## config.mk

```make
export PLATFORM = sky130hd
export DESIGN_NAME = fifo_rd_stream_adapter
export DESIGN_NICKNAME = d
export VERILOG_FILES = /design/src/rtl/fifo_rd_stream_adapter.sv
export SDC_FILE = /design/constraint.sdc
export NUM_CORES = 1
export LEC_CHECK = 0
export ABC_AREA = 1
export CORE_MARGIN = 2
export CORE_UTILIZATION = 56
export CTS_CLUSTER_DIAMETER = 100
export DETAILED_ROUTE_END_ITERATION = 12
export PLACE_DENSITY = 0.89
export SKIP_LAST_GASP = 1
export SLEW_MARGIN = 10
export SYNTH_ARGS = -nofsm -noshare
export SYNTH_HDL_FRONTEND = slang
export SYNTH_SLANG_ARGS = --single-unit
export TNS_END_PERCENT = 5
```

## constraint.sdc

```tcl
create_clock -name clk -period 4.2 [get_ports clk]
set_input_delay 0.84 -clock clk [delete_from_list [all_inputs] [get_ports clk]]
set_output_delay 0.84 -clock clk [all_outputs]
set_load 0.01 [all_outputs]
```

## src/rtl/fifo_rd_stream_adapter.sv

```systemverilog
// Drains a synchronous FIFO read port into a valid/ready stream, hiding the
// FIFO's one-cycle read latency behind a 2-entry skid buffer; counts delivered words.
module fifo_rd_stream_adapter #(
  parameter int DATA_WIDTH = 8,
  parameter int CNT_WIDTH  = 16
) (
  input  logic                  clk,
  input  logic                  rst_n,
  input  logic                  fifo_empty,
  input  logic [DATA_WIDTH-1:0] fifo_data_out,
  output logic                  fifo_r_en,
  output logic                  m_valid,
  output logic [DATA_WIDTH-1:0] m_data,
  input  logic                  m_ready,
  output logic [CNT_WIDTH-1:0]  xfer_count
);

  logic [1:0]            r_occ;
  logic                  r_inflight;
  logic                  r_wr_ptr;
  logic                  r_rd_ptr;
  logic [DATA_WIDTH-1:0] r_buf [2];
  logic                  r_m_valid;
  logic [DATA_WIDTH-1:0] r_m_data;
  logic [CNT_WIDTH-1:0]  r_xfer_count;

  logic                  w_pop;
  logic [1:0]            w_occ_next;
  logic                  w_rd_ptr_next;
  logic [DATA_WIDTH-1:0] w_head_next;

  assign w_pop         = r_m_valid && m_ready;
  assign w_occ_next    = r_occ + {1'b0, r_inflight} - {1'b0, w_pop};
  assign w_rd_ptr_next = r_rd_ptr ^ w_pop;

  // A read may only issue if its word is guaranteed a free slot when it lands.
  assign fifo_r_en = !rst_n && !fifo_empty && (w_occ_next < 2'd2);

  // The word landing this cycle becomes the head when it is written to the slot the read pointer moves to.
  assign w_head_next = (r_inflight && (r_wr_ptr == w_rd_ptr_next)) ? fifo_data_out
                                                                   : r_buf[w_rd_ptr_next];

  always_ff @(posedge clk) begin
    if (r_inflight) begin
      r_buf[r_wr_ptr] <= fifo_data_out;
    end
  end

  always_ff @(posedge clk or posedge rst_n) begin
    if (rst_n) begin
      r_occ        <= 2'd0;
      r_inflight   <= 1'b0;
      r_wr_ptr     <= 1'b0;
      r_rd_ptr     <= 1'b0;
      r_m_valid    <= 1'b0;
      r_m_data     <= '0;
      r_xfer_count <= '0;
    end else begin
      r_occ        <= w_occ_next;
      r_inflight   <= fifo_r_en;
      r_wr_ptr     <= r_wr_ptr ^ r_inflight;
      r_rd_ptr     <= w_rd_ptr_next;
      r_m_valid    <= (w_occ_next != 2'd0);
      if (w_occ_next != 2'd0) begin
        r_m_data <= w_head_next;
      end
      r_xfer_count <= r_xfer_count + {{(CNT_WIDTH-1){1'b0}}, w_pop};
    end
  end

  assign m_valid    = r_m_valid;
  assign m_data     = r_m_data;
  assign xfer_count = r_xfer_count;

endmodule

```

==> impl_metrics.py, run 1 <==
metrics = {
    "logic_synthesis": {
        "synth_area_leader_cell": "dfrtp_1",
        "synth_seq_area_share_pct": 57.0,
        "yosys_warnings": 0,
        "synth.cell_area_sq_um": 2160,
        "synth.top_cell.area_share_pct": 34.8,
        "postSynthCellCount": 211,
        "netlist_top_cells_area": "dfrtp_1, edfxtp_1, nand2_1",
        "synthesis_stage_register_bit_count": 46,
        "synth.lib_cells_used.distinct": 24,
        "synthesis.nets": 228,
        "synthesis.area_per_instance_sq_um": 10.2,
    },
    "global_route": {
        "antenna_found_initial": 0,
        "grt_use_total_pct": 20.8,
        "pin_count_of_the_biggest_net_entering_global_routing": 23,
        "first_global_vias": 1511,
        "grt-ovfl-total": 0,
        "global_route_wire_length_before_repair_mm": 6.69,
    },
    "clocking": {
        "post_cts_resize_count": 0,
        "worst_skew_pair.late_latency_ns": 0.29,
        "postCtsHoldBufs": 0,
        "clk_transition_reported_paths_ns": 0.08,
        "h-tree-depth": 2,
        "post_cts_buffers": 0,
        "cts_made_buffers": 5,
        "cts_max_path_buffers": 2,
        "clock-root-buffer": "clkbuf_8",
        "tritoncts_clock_tree": "done",
        "cts_sinks": 46,
    },
    "drt": {
        "residual_drc": 0,
        "routed-via-count": 1526,
        "avgRoutedWirePerCell_microns": 13.1,
        "vias_per_cell": 5.04,
        "drt_pass1_iterations": 4,
        "final_antenna_net_count": 0,
        "wirelength_mm": 3.97,
        "drtIter0Drc": 57,
    },
    "critical_path": {
        "critical_path_at_ns": 3.03,
        "crit_path_max_fanout": 7,
        "cp_data_required_time_ns": 3.36,
        "cp-end-kind": "output port",
        "crit_path_cell_trace": "clkdlybuf4s50_1 > nand2_4 > nor2_4 > inv_2 > nand2_1 > ha_1 > xor2_1 > nand2_2 > nand2_1 > nor3_1 > clkdlybuf4s50_1",
        "critical_path_class": "in2out",
        "crit_path_top_delay_cell": "clkdlybuf4s50_1",
        "cpPeakStageDelay_ns": 0.58,
        "start_kind": "input pin",
        "timing.reg2reg.setup_slack_ns": 2.21,
    },
    "die": {
        "coreArea_sq_um": 3690,
        "rows": 22,
        "die_area_sq_um": 4370,
        "initial_utilization_pct": 58.5,
        "die_span_x_microns": 66.1,
        "die-height_microns": 66.1,
        "num_io_pins": 38,
    },
    "sta": {
        "post-route-period-util_pct": 92.1,
        "fin_hold_ws_ns": 0.468,
        "max-slew-margin-rel_pct": 65.2,
        "timing_hold_violations_final": 0,
        "clock-skew-final_ns": 0.00151,
        "finalWorstPathRequiredPeriod_ns": 3.87,
        "worstMarginPinSlew_ns": 0.522,
        "timing.setup.tns_ns": 0,
        "achievable-frequency_mhz": 258,
        "report.final.setup_viol": 0,
        "maxSlewViolCount": 0,
        "rsz0062_at_grt": "no",
    },
    "power_and_ir_drop": {
        "static-leakage-power_nw": 1.30,
        "pwr_density_cell_nw_per_um2": 675,
        "power.ir.vdd_worst_mv": 0.428,
    },
    "cells_and_area": {
        "final_cell_mix": "nand2_1, clkdlybuf4s50_1, inv_1",
        "nNetsFinal": 271,
        "layout.cells.most_common": "nand2_1",
        "fillerInstances": 266,
        "fin_cells": 303,
        "area_occupied_by_registers_sq_um": 1230,
        "drive_gt1_share_pct": 12.5,
        "n_antenna_cell": 0,
        "multi_input_gate_area_sq_um": 781,
        "area_growth_syn_to_layout_pct": 25.3,
    },
    "run_status": {
        "run_status": "completed",
    },
    "placed_design": {
        "numPlacedInstances": 295,
        "number_of_port_buffers": 37,
        "gp_congestion": 0.804,
        "place_hpwl_mm": 2.82,
    },
    "run": {
        "number_of_max_cap_violations": 0,
    },
    "hold_path": {
        "holdCritPathClass": "reg2reg",
    },
}
-- flip-flops by register name (all words and copies together), names as in the netlist --
name,flops
m_data,8
m_valid,1
r_buf,16
r_inflight,1
r_occ,2
r_rd_ptr,1
r_wr_ptr,1
xfer_count,16
-- power by group --
group	switching, mW	internal [mW]	leakage [nW]
clock	0.142	0.187	0.0622
sequential	0.106	0.600	0.493
combinational	0.447	0.342	0.744
total	0.695	1.13	1.30
-- worst max-delay path: cells and delay by family --
family | cells | cell delay [ns]
buffers and inverters | 3 | 1.15
adders and majority gates | 1 | 0.22
and+or+nand+nor | 6 | 0.63
xor gates and xnor gates | 1 | 0.18
-- cell type report --
type	instances	share of cell area, %
clock buffer	7	4.39
sequential	46	45.5
inverter	34	4.90
tap	48	2.22
multi-input combinational	129	28.9
clock inverter	1	0.139
timing repair buffer	38	14.0
-- logic make-up after synthesis --
| family | Yosys count | share of synthesized area [%] |
|---|---|---|
| flip-flops | 46 | 57.0 |
| XOR/XNOR | 16 | 6.49 |
| AND/OR/NAND/NOR | 100 | 23.5 |
| buffers and inverters | 36 | 6.84 |
| AO/OA/AOI/OAI | 8 | 3.24 |
| adder cells (fa/ha/maj) | 5 | 2.90 |
-- synth_stat cells (all sizes together) --
| library cell | number |
|---|---|
| edfxtp | 16 |
| buf | 1 |
| nand4 | 2 |
| xor2 | 14 |
| dfrtp | 30 |
| nand2 | 55 |
| nand3 | 27 |
| o21ai | 8 |
| nor3 | 7 |
| inv | 33 |
| nor2 | 8 |
| clkinv | 1 |
| xnor2 | 2 |
| ha | 5 |
| clkbuf | 1 |
| nand3b | 1 |
-- worst paths after layout --
path                            depth (start not counted)            from              to
worst min register to register                          1  xfer_count[15]  xfer_count[15]
min in group asynchronous                               2           rst_n        r_occ[1]
max in group asynchronous                               3           rst_n  xfer_count[14]
worst max register to register                         10      r_inflight       m_data[6]
worst min-delay path                                    1  xfer_count[15]  xfer_count[15]
worst max-delay path                                   11         m_ready       fifo_r_en
-- layer usage --
metal | global-route usage (%) | up-vias | routed length, microns | part of all wire [%]
met5 | 0 | - | 0 | 0
met4 | 8.42 | 0 | 57 | 1.4
met3 | 5.45 | 6 | 198 | 5.0
met2 | 33.6 | 46 | 1930 | 49
met1 | 26.6 | 715 | 1780 | 45
li1 | - | 759 | - | -
-- per-stage QoR --
stage / worst slack, ns / instance area, sq um / util [%] / power (mW)
final: 0.331 / 2710 / 73.3 / 1.82
after global routing: 0.0724 / 2710 / 73.3 / 1.95
after CTS: 0.303 / 2710 / 73.3 / 1.83
after detailed placement: 0.312 / 2580 / 70.0 / 1.50
after global placement: 0.436 / 2580 / 70.0 / 1.47
after floorplan: 1.47 / 2160 / - / 1.21
Power figures use the tool's default switching activity.
==> run 2: changes to the inputs <==
--- a/config.mk
+++ b/config.mk
@@ -6,6 +6,7 @@
 export NUM_CORES = 1
 export LEC_CHECK = 0
 export ABC_AREA = 1
+export ABC_CLOCK_PERIOD_IN_PS = 4200
 export CORE_MARGIN = 2
 export CORE_UTILIZATION = 56
 export CTS_CLUSTER_DIAMETER = 100
==> results of run 2 <==
No change in the layout: final DEF, timing and power equal those of run 1.
==> run 3: changes to the inputs <==
--- a/config.mk
+++ b/config.mk
@@ -5,10 +5,9 @@
 export SDC_FILE = /design/constraint.sdc
 export NUM_CORES = 1
 export LEC_CHECK = 0
-export ABC_AREA = 1
 export ABC_CLOCK_PERIOD_IN_PS = 4200
 export CORE_MARGIN = 2
-export CORE_UTILIZATION = 56
+export CORE_UTILIZATION = 55
 export CTS_CLUSTER_DIAMETER = 100
 export DETAILED_ROUTE_END_ITERATION = 12
 export PLACE_DENSITY = 0.89
==> impl_metrics.py, run 3 <==
metrics = {
    "run_status": {
        "run_status": "completed",
    },
    "clocking": {
        "cts_max_path_buffers": 2,
        "cts_sinks": 46,
        "clk_transition_reported_paths_ns": 0.07,
        "cts_made_buffers": 5,
        "post_cts_buffers": 0,
        "worst_skew_pair.late_latency_ns": 0.29,
        "clock-root-buffer": "clkbuf_8",
        "tritoncts_clock_tree": "done",
        "h-tree-depth": 2,
    },
    "logic_synthesis": {
        "postSynth.asyncResetShare_pct": 65.2,
        "synth.cell_area_sq_um": 2020,
        "synthesis.area_per_instance_sq_um": 13.0,
        "synth_edf_count": 16,
        "synthesis.nets": 172,
        "synthTopCellsByCount": "dfrtp_1, a211oi_1, edfxtp_1, inv_1, xnor2_1",
        "synthesis_stage_register_bit_count": 46,
        "synth.top_cell.area_share_pct": 37.1,
        "postSynthCellCount": 155,
        "yosys_warnings": 0,
        "synth.lib_cells_used.distinct": 30,
        "synth_seq_area_share_pct": 60.9,
        "synth_area_leader_cell": "dfrtp_1",
        "yosys_most_used_dff": "dfrtp_1",
        "netlist_top_cells_area": "dfrtp_1, edfxtp_1, xnor2_1",
        "synthMostInstantiatedCell": "dfrtp_1",
    },
    "run": {
        "number_of_max_cap_violations": 0,
    },
    "sta": {
        "finalWorstPathRequiredPeriod_ns": 4.01,
        "rsz0062_at_grt": "no",
        "timing_hold_violations_final": 0,
        "timing.setup.tns_ns": 0,
        "post-route-period-util_pct": 95.4,
        "worstMarginPinSlew_ns": 1.03,
        "maxSlewViolCount": 0,
        "max-slew-margin-rel_pct": 30.8,
        "report.final.setup_viol": 0,
        "clock-skew-final_ns": 0.00493,
        "achievable-frequency_mhz": 250,
    },
    "drt": {
        "final_antenna_net_count": 0,
        "wirelength_mm": 4.18,
        "routed-via-count": 1426,
        "drtIter0Drc": 148,
        "drt_pass1_iterations": 4,
        "vias_per_cell": 5.84,
        "avgRoutedWirePerCell_microns": 17.1,
        "residual_drc": 0,
    },
    "placed_design": {
        "gp_congestion": 0.875,
        "dpl-instance-area_sq_um": 2430,
        "place_hpwl_mm": 2.94,
        "number_of_port_buffers": 37,
    },
    "critical_path": {
        "cpPeakStageDelay_ns": 0.58,
        "critical_path_class": "in2out",
        "timing.reg2reg.setup_slack_ns": 1.96,
        "cp_data_required_time_ns": 3.36,
        "r2r_cells": 8,
        "cp-end-kind": "output port",
        "crit_path_max_fanout": 7,
        "timing.rr.start": "m_valid",
        "crit_path_cell_trace": "clkdlybuf4s50_1 > and2_1 > xnor2_1 > ha_1 > xor2_1 > xnor2_2 > nor3_2 > clkdlybuf4s50_1",
        "crit_path_top_delay_cell": "clkdlybuf4s50_1",
        "critical_path_at_ns": 3.17,
        "start_kind": "input pin",
        "critical-path-top-cell-by-count": "clkdlybuf4s50_1",
        "crit-reg2reg-capture": "m_data[3]",
    },
    "power_and_ir_drop": {
        "pwr_density_cell_nw_per_um2": 716,
        "seqPwrFrac_pct": 38.7,
        "power.total_mw": 1.81,
        "relative_contribution_of_the_clock_network_to_total_power_pct": 14.9,
        "p_int_mw": 1.12,
        "power.net_switching_mw": 0.689,
        "static-leakage-power_nw": 0.992,
        "swShare_pct": 38.1,
        "power.ir.vdd_worst_mv": 0.406,
        "comb_power_share_pct": 46.4,
    },
    "die": {
        "coreArea_sq_um": 3610,
        "die_area_sq_um": 4180,
        "die_span_x_microns": 64.6,
        "num_io_pins": 38,
        "initial_utilization_pct": 56.1,
        "die-height_microns": 64.6,
        "rows": 22,
    },
    "global_route": {
        "grt-ovfl-total": 0,
        "antenna_found_initial": 0,
        "first_global_vias": 1470,
        "pin_count_of_the_biggest_net_entering_global_routing": 31,
        "grt_use_total_pct": 22.1,
        "global_route_wire_length_before_repair_mm": 6.93,
    },
    "cells_and_area": {
        "area_growth_syn_to_layout_pct": 25.1,
        "drive_gt1_share_pct": 7.65,
        "nNetsFinal": 212,
        "layout.cells.most_common": "clkdlybuf4s50_1",
        "final_cell_mix": "clkdlybuf4s50_1, dfrtp_1, a211oi_1, edfxtp_1",
        "finalCoreUtilization_pct": 70.1,
        "finalInstanceArea_sq_um": 2530,
        "fillerInstances": 256,
        "n_antenna_cell": 0,
    },
    "hold_path": {
        "hold_path.startpoint": "xfer_count[15]",
        "holdPathStages": 1,
        "hold_end": "xfer_count[15]",
        "holdCritPathClass": "reg2reg",
    },
}
[run 3: changes by cell type after synthesis, sizes merged, moves of 2 or more]
cell / before / now
nand2: 55 / 3
nand3: 27 / 6
a211oi: 0 / 17
inv: 33 / 16
xnor2: 2 / 16
xor2: 14 / 3
o21ai: 8 / 0
o2bb2ai: 0 / 8
o32ai: 0 / 8
nor3: 7 / 2
nand4: 2 / 6
nor2: 8 / 5
buf: 1 / 3
[run 3: worst max-delay path, delay by kind of cell]
family	cells	cell delay, ns
buffers and inverters	2	1.15
xor gates and xnor gates	3	0.55
and+or+nand+nor	2	0.44
adders and majority gates	1	0.18
[run 3: final cells by class]
cell class | instances | area (sq um) | area share (%)
inverters | 16 | 60.1 | 2.38
clock inverters | 1 | 5.00 | 0.198
repair buffers | 38 | 378 | 14.9
well taps | 48 | 60.1 | 2.38
clock buffers | 7 | 86.3 | 3.41
flip-flops and latches | 46 | 1230 | 48.7
multi-input cells | 88 | 708 | 28.0
[run 3: how the worst max path moves through the flow]
stage,to,cells after the start,slack [ns],start
4_1_cts,fifo_r_en,8,0.05,m_ready
6_report,fifo_r_en,8,0.19,m_ready
5_1_grt,fifo_r_en,8,0.07,m_ready
3_3_place_gp,fifo_r_en,8,0.29,m_ready
3_5_place_dp,fifo_r_en,8,0.06,m_ready
2_1_floorplan,fifo_r_en,8,1.17,m_ready
[run 3: logic make-up after synthesis]
family / synth area share (%)
adder cells (fa/ha/maj): 3.09
AO/OA/AOI/OAI: 14.7
XOR/XNOR: 8.97
buffers and inverters: 4.33
flip-flops: 60.9
AND/OR/NAND/NOR: 7.98
[run 3: per-layer routing]
layer	global-route usage [%]	vias to the layer above	routed length [microns]	part of all wire, %
met5	0	-	0	0
li1	-	652	-	-
met2	36.6	58	2160	52
met3	6.60	3	264	6.3
met4	4.79	0	27	0.65
met1	29.3	713	1720	41
[run 3: power groups by stage]
stage                     combinational (mW)  sequential (mW)  clock (mW)
final                                  0.840            0.700       0.270
after global routing                   0.916            0.715       0.299
after CTS                              0.840            0.701       0.273
after detailed placement               0.837            0.707           0
after global placement                 0.804            0.697           0
after floorplan                        0.503            0.721           0
[run 3: through the flow]
stage / worst slack [ns] / std cells / hold slack (ns)
floorplan: 1.17 / 155 / 0.475
global placement: 0.292 / 236 / 0.465
detailed placement: 0.0588 / 236 / 0.467
CTS: 0.0512 / 244 / 0.479
global route: 0.0746 / 244 / 0.531
finish: 0.192 / 244 / 0.485
[run 3: timing repair]
item	4_1_cts	5_1_grt
hold buffers	0	0
resized for setup	0	1
setup endpoints to repair	0	1
